### src/rtl/npc_div_pkg.sv
// Shared definitions for the NPC execute-stage divider: FSM state encoding,
// counter sizing and the {signed, rem} op-select encoding used by decode.
package npc_div_pkg;

    typedef enum logic [1:0] {
        IDLE = 2'd0,
        CALC = 2'd1,
        DONE = 2'd2
    } div_state_e;

    // {in_signed, in_rem} encoding of the four RV32M divide ops
    localparam logic [1:0] OP_DIVU = 2'b00;
    localparam logic [1:0] OP_REMU = 2'b01;
    localparam logic [1:0] OP_DIV  = 2'b10;
    localparam logic [1:0] OP_REM  = 2'b11;

    // Width of the step counter; it must hold WIDTH-1
    function automatic int div_cnt_w(input int width);
        return (width > 1) ? $clog2(width) : 1;
    endfunction

endpackage

### src/rtl/div_trial_sub.sv
// Trial subtraction for one restoring-division step. Computes a - b as
// a + ~b + 1 over WIDTH+1 bits; the carry out of that sum is set exactly
// when a >= b, which is the "keep the difference" decision.
module div_trial_sub
    import npc_div_pkg::*;
#(
    parameter int WIDTH = 32
) (
    input  logic [WIDTH:0] i_rem_shift,
    input  logic [WIDTH:0] i_divisor,
    output logic [WIDTH:0] o_diff,
    output logic           o_nonneg
);

    localparam logic [WIDTH+1:0] ONE = (WIDTH+2)'(1);

    logic [WIDTH+1:0] w_sum;

    assign w_sum    = {1'b0, i_rem_shift} + {1'b0, ~i_divisor} + ONE;
    assign o_diff   = w_sum[WIDTH:0];
    assign o_nonneg = w_sum[WIDTH+1];

endmodule

### src/rtl/seq_divider.sv
// Multi-cycle radix-2 restoring divider for DIV/DIVU/REM/REMU. One quotient
// bit per cycle behind a valid/ready handshake; divide-by-zero and signed
// overflow are resolved at accept and skip the iteration entirely.
//
// state | meaning
// ------+---------------------------------------------------------------
// IDLE  | in_ready high, waiting for a request
// CALC  | one shift/trial-subtract step per cycle, WIDTH cycles in total
// DONE  | first cycle registers the signed result, then holds it until
//       | out_ready
module seq_divider
    import npc_div_pkg::*;
#(
    parameter int WIDTH = 32
) (
    input  logic             clk,
    input  logic             rst,
    input  logic             flush,
    input  logic             in_valid,
    output logic             in_ready,
    input  logic             in_signed,
    input  logic             in_rem,
    input  logic [WIDTH-1:0] in_dividend,
    input  logic [WIDTH-1:0] in_divisor,
    output logic             out_valid,
    input  logic             out_ready,
    output logic [WIDTH-1:0] out_result,
    output logic             busy
);

    localparam int                   DIV_CNT_W = div_cnt_w(WIDTH);
    localparam logic [DIV_CNT_W-1:0] CNT_LOAD  = DIV_CNT_W'(WIDTH - 1);
    localparam logic [DIV_CNT_W-1:0] CNT_ONE   = DIV_CNT_W'(1);
    localparam logic [WIDTH-1:0]     ONE       = WIDTH'(1);
    localparam logic [WIDTH-1:0]     MOST_NEG  = {1'b1, {(WIDTH-1){1'b0}}};

    // Two's-complement negation; the most negative value wraps onto itself,
    // which is also its correct unsigned magnitude.
    function automatic logic [WIDTH-1:0] neg(input logic [WIDTH-1:0] v);
        return ~v + ONE;
    endfunction

    div_state_e           r_state;
    logic [DIV_CNT_W-1:0] r_cnt;
    logic [WIDTH:0]       r_rem;
    logic [WIDTH-1:0]     r_quo;
    logic [WIDTH-1:0]     r_dvsr;
    logic                 r_q_neg;
    logic                 r_r_neg;
    logic                 r_sel_rem;
    logic                 r_in_ready;
    logic                 r_out_valid;
    logic [WIDTH-1:0]     r_out_result;
    logic                 r_busy;

    // Request decode
    logic [1:0]       w_op;
    logic             w_op_signed;
    logic             w_op_rem;
    logic             w_dvd_neg;
    logic             w_dvs_neg;
    logic [WIDTH-1:0] w_dvd_mag;
    logic [WIDTH-1:0] w_dvs_mag;
    logic             w_div_zero;
    logic             w_ovf;
    logic             w_accept;

    assign w_op        = {in_signed, in_rem};
    assign w_op_signed = (w_op == OP_DIV) || (w_op == OP_REM);
    assign w_op_rem    = (w_op == OP_REMU) || (w_op == OP_REM);
    assign w_dvd_neg   = w_op_signed & in_dividend[WIDTH-1];
    assign w_dvs_neg   = w_op_signed & in_divisor[WIDTH-1];
    assign w_dvd_mag   = w_dvd_neg ? neg(in_dividend) : in_dividend;
    assign w_dvs_mag   = w_dvs_neg ? neg(in_divisor) : in_divisor;
    assign w_div_zero  = (in_divisor == '0);
    assign w_ovf       = w_op_signed && (in_dividend == MOST_NEG) && (in_divisor == '1);
    assign w_accept    = in_valid && r_in_ready;

    // Iteration datapath: shift the next dividend bit into the partial
    // remainder and trial-subtract the divisor magnitude.
    logic [WIDTH:0] w_shift;
    logic [WIDTH:0] w_diff;
    logic           w_nonneg;

    assign w_shift = {r_rem[WIDTH-1:0], r_quo[WIDTH-1]};

    div_trial_sub #(
        .WIDTH(WIDTH)
    ) u_trial_sub (
        .i_rem_shift(w_shift),
        .i_divisor  ({1'b0, r_dvsr}),
        .o_diff     (w_diff),
        .o_nonneg   (w_nonneg)
    );

    // The kept remainder is always below the divisor, so its top bit is zero
    logic w_unused_rem_msb;
    assign w_unused_rem_msb = r_rem[WIDTH];

    // Sign correction and quotient/remainder select for the DONE register
    logic [WIDTH-1:0] w_rem_mag;
    logic [WIDTH-1:0] w_rem_fix;
    logic [WIDTH-1:0] w_quo_fix;
    logic [WIDTH-1:0] w_result;

    assign w_rem_mag = r_rem[WIDTH-1:0];
    assign w_rem_fix = r_r_neg ? neg(w_rem_mag) : w_rem_mag;
    assign w_quo_fix = r_q_neg ? neg(r_quo) : r_quo;
    assign w_result  = r_sel_rem ? w_rem_fix : w_quo_fix;

    // Control FSM and datapath registers; flush acts exactly like reset
    always_ff @(posedge clk) begin
        if (rst || flush) begin
            r_state      <= IDLE;
            r_cnt        <= '0;
            r_rem        <= '0;
            r_quo        <= '0;
            r_dvsr       <= '0;
            r_q_neg      <= 1'b0;
            r_r_neg      <= 1'b0;
            r_sel_rem    <= 1'b0;
            r_in_ready   <= 1'b1;
            r_out_valid  <= 1'b0;
            r_out_result <= '0;
            r_busy       <= 1'b0;
        end else begin
            case (r_state)
                IDLE: begin
                    if (w_accept) begin
                        r_in_ready <= 1'b0;
                        r_busy     <= 1'b1;
                        r_sel_rem  <= w_op_rem;
                        r_dvsr     <= w_dvs_mag;
                        r_cnt      <= CNT_LOAD;
                        if (w_div_zero) begin
                            // quotient all ones, remainder is the raw dividend
                            r_quo   <= '1;
                            r_rem   <= {1'b0, in_dividend};
                            r_q_neg <= 1'b0;
                            r_r_neg <= 1'b0;
                            r_state <= DONE;
                        end else if (w_ovf) begin
                            // MOST_NEG / -1: quotient wraps to the dividend
                            r_quo   <= in_dividend;
                            r_rem   <= '0;
                            r_q_neg <= 1'b0;
                            r_r_neg <= 1'b0;
                            r_state <= DONE;
                        end else begin
                            r_quo   <= w_dvd_mag;
                            r_rem   <= '0;
                            r_q_neg <= w_dvd_neg ^ w_dvs_neg;
                            r_r_neg <= w_dvd_neg;
                            r_state <= CALC;
                        end
                    end
                end

                CALC: begin
                    r_rem <= w_nonneg ? w_diff : w_shift;
                    r_quo <= {r_quo[WIDTH-2:0], w_nonneg};
                    if (r_cnt == '0) begin
                        r_state <= DONE;
                    end else begin
                        r_cnt <= r_cnt - CNT_ONE;
                    end
                end

                DONE: begin
                    if (!r_out_valid) begin
                        r_out_result <= w_result;
                        r_out_valid  <= 1'b1;
                    end else if (out_ready) begin
                        r_out_valid <= 1'b0;
                        r_in_ready  <= 1'b1;
                        r_busy      <= 1'b0;
                        r_state     <= IDLE;
                    end
                end

                default: begin
                    r_state <= IDLE;
                end
            endcase
        end
    end

    assign in_ready   = r_in_ready;
    assign out_valid  = r_out_valid;
    assign out_result = r_out_result;
    assign busy       = r_busy;

endmodule

### config.mk
export PLATFORM = sky130hd
export DESIGN_NAME = seq_divider
export DESIGN_NICKNAME = d
export VERILOG_FILES = /design/src/rtl/npc_div_pkg.sv /design/src/rtl/div_trial_sub.sv /design/src/rtl/seq_divider.sv
export SDC_FILE = /design/constraint.sdc
export NUM_CORES = 1
export LEC_CHECK = 0
export ABC_CLOCK_PERIOD_IN_PS = 7200
export BUFFER_PORTS_ARGS = -buffer_cell sky130_fd_sc_hd__buf_2
export CORE_MARGIN = 2
export CORE_UTILIZATION = 50
export CTS_BUF_LIST = sky130_fd_sc_hd__clkbuf_2 sky130_fd_sc_hd__clkbuf_4 sky130_fd_sc_hd__clkbuf_8
export DETAILED_ROUTE_END_ITERATION = 8
export PLACE_DENSITY = 0.74
export REMOVE_ABC_BUFFERS = 1
export SYNTH_ARGS = -nofsm -noshare
export SYNTH_HDL_FRONTEND = slang
export SYNTH_HIERARCHICAL = 1
export SYNTH_SLANG_ARGS = --single-unit
### constraint.sdc
create_clock -name clk -period 7.2 [get_ports clk]
set_input_delay 1.08 -clock clk [delete_from_list [all_inputs] [get_ports clk]]
set_output_delay 1.08 -clock clk [all_outputs]
set_load 0.02 [all_outputs]
==> impl_results.md <==
* Max FO, Critical Path at 35
* Outcome: finished clean
* # setup viols final at 0
* H-tree depth at 4
* Multi-input logic area at 0.007323 mm2
* Area grow syn2layout at 9.341%
* Chip Width at 150.3 um
* Rel. slew slack at 27.60%
* CP max-delay cell: a311oi_1
* RR Startpoint: r_quo[31]$_SDFFE_PP0P_
* Setup crit start kind: register
* Type of the worst setup path: reg2reg
* Leak pwr at 4.533 nW
* Crit end category: register
* Max cap viols at 0
* Synth warnings at 6
* Core Region at 0.02102 mm2
* Final ANT Viol Nets at 0
* Hold Vio Cnt, Final at 0
* Initial Utilization at 50.91%
* Tightest Pin Transition at 1.082 ns
* Detailed-route wire length per cell at 18.82 um
* Register area at 0.002823 mm2
* Fill cell instance count of the final layout at 2055
* Clock Skew at 0.01391 ns
* Die height at 150.3 um
* Antenna violations before repair at 3
* Vias in the first global route at 9903
* Total Wirelength at 32.84 mm
* Delay-heaviest family, CP: compound AO/OA/AOI/OAI gates
* Cts hold-fix bufs at 0
* Layout cell share with drive strength beyond 1 at 14.45%
* Rows at 53
* CP Launch Point: r_quo[31]$_SDFFE_PP0P_
* Worst EP required at 7.51 ns
* Number of vias per cell at 6.202
* GPL Wtd Cong at 0.9234
* CTS sink cnt at 141
* FF-to-FF setup slack at 3.13 ns
* Crit path DAT at 4.38 ns
* DRC violations left at 0
* RSZ-0062 raised after global routing: no
* Clock buffer depth at 2
* First-pass GRT wire length at 52.51 mm
* Clk Tree Root Cell: clkbuf_8
* 1st-iter DRT viols at 830
* Post-DP HPWL at 24.41 mm
* Min setup slack post-route at 3.130 ns
* Buffers & Inverters on Critical Path at 2
* Nets at 1566
* Largest net degree at the start of global routing at 82
* DIE AREA at 0.02259 mm2
* Syn_area_per_cell at 7.623 um2
* Power per Cell Area at 185.3 mW/mm2
* Max stage delay on crit path at 0.62 ns
* Commonest non-fill, non-tap cell in the layout: dfxtp_1
* Fin crit share at 56.52%
* CP endpoint: r_rem[0]$_SDFFE_PP0P_
* CTS resizes at 0
* Clock transition at path regs at 0.09 ns
* CTS Buf Count at 17
* Synth Instances at 1404
* # IOs at 106
* Grt ovf at 0
* Post-CTS Setup Inserts at 0
* Commonest non-fill, non-tap cells in the layout: dfxtp_1 (141), o21ai_0 (140), a21oi_1 (139)
* Tmin final at 4.070 ns
* CP Cell Sequence: inv_1 -> ha_1 -> nor2b_1 -> o2111ai_1 -> a21oi_1 -> o2111ai_1 -> a311oi_1 -> and4_1 -> o22a_1 -> buf_4 -> mux2i_1 -> nor2_1 -> a31oi_1 -> a21oi_1
* VDD IR-drop max at 0.1102 mV
* Critical path depth at 14
* Final Max Slew Viols at 0
* Fmax at 245.7 MHz
* R2R depth at 14
* Synth Cell Area at 0.01070 mm2
* Total number of vias at 10820
* PortBufs at 105
* CTS tree: done
* Router iterations before antenna repair at 5
* Worst-Skew Late Latency at 0.46 ns
* Setup_tns at 0 ns
* Hold Crit Class: reg2reg
* Gr usage total at 29.21%
* FF-to-FF End: r_rem[0]$_SDFFE_PP0P_
* Worst slack, placed at 2.691 ns
## worst register-to-register path, cell delays in order (launching register included)
cell and delay (ns):
dfxtp_1 0.54, inv_1 0.08, ha_1 0.28, nor2b_1 0.20, o2111ai_1 0.15, a21oi_1 0.36, o2111ai_1 0.30, a311oi_1 0.62
and4_1 0.32, o22a_1 0.13, buf_4 0.38, mux2i_1 0.27, nor2_1 0.05, a31oi_1 0.15, a21oi_1 0.08
## per-layer routing
| metal | vias up | wire length (um) | GRT usage (%) |
|---|---|---|---|
| met4 | 2 | 1306 | 11.65 |
| li1 | 5218 | - | - |
| met5 | - | 11 | 0 |
| met2 | 431 | 14820 | 45.93 |
| met3 | 81 | 2250 | 4.455 |
| met1 | 5090 | 14450 | 40.07 |
## final cells by class
cell class                 count  area share (%)
clock inverter                15           1.208
sequential                   141           24.12
clock buffer                  17           1.999
timing repair buffer         117           5.260
tap                          275           2.940
multi-input combinational   1120           62.58
inverter                      57           1.828
antenna                        3         0.06415
## power breakdown
group | internal [mW] | switching (mW) | total, mW
registers | 0.808 | 0.0402 | 0.848
logic | 0.278 | 0.409 | 0.687
clock network | 0.257 | 0.376 | 0.633
total | 1.34 | 0.826 | 2.17
## sequential cells by signal, summed over array words and instances (netlist names)
signal,count
r_state,2
r_cnt,5
out_valid,1
busy,1
out_result,32
r_dvsr,32
r_quo,32
r_sel_rem,1
r_rem,32
r_r_neg,1
r_q_neg,1
in_ready,1
## through the flow
step	hold WS, ns	cell area [um2]	util (%)	power (mW)	instances
detailed placement	0.4439	11320	53.85	1.535	1710
floorplan	0.4319	10340	-	1.342	1318
global route	0.4742	11700	55.66	2.288	1744
CTS	0.4553	11700	55.63	2.162	1742
global placement	0.4308	11320	53.85	1.528	1710
finish	0.4498	11700	55.67	2.169	1745
## worst min-delay path by stage
stage | end | slack [ns] | cells past startpoint | startpoint
floorplan | r_dvsr[31]$_SDFFE_PP0P_ | 0.43 | 2 | r_dvsr[31]$_SDFFE_PP0P_
global placement | out_result[29]$_SDFFE_PP0P_ | 0.43 | 1 | out_result[29]$_SDFFE_PP0P_
detailed placement | out_result[7]$_SDFFE_PP0P_ | 0.44 | 2 | out_result[7]$_SDFFE_PP0P_
CTS | r_q_neg$_SDFFE_PP0P_ | 0.46 | 2 | r_q_neg$_SDFFE_PP0P_
global route | out_result[2]$_SDFFE_PP0P_ | 0.47 | 2 | out_result[2]$_SDFFE_PP0P_
finish | out_result[31]$_SDFFE_PP0P_ | 0.45 | 2 | out_result[31]$_SDFFE_PP0P_
Note: power is estimated with default switching activity, not from simulation.
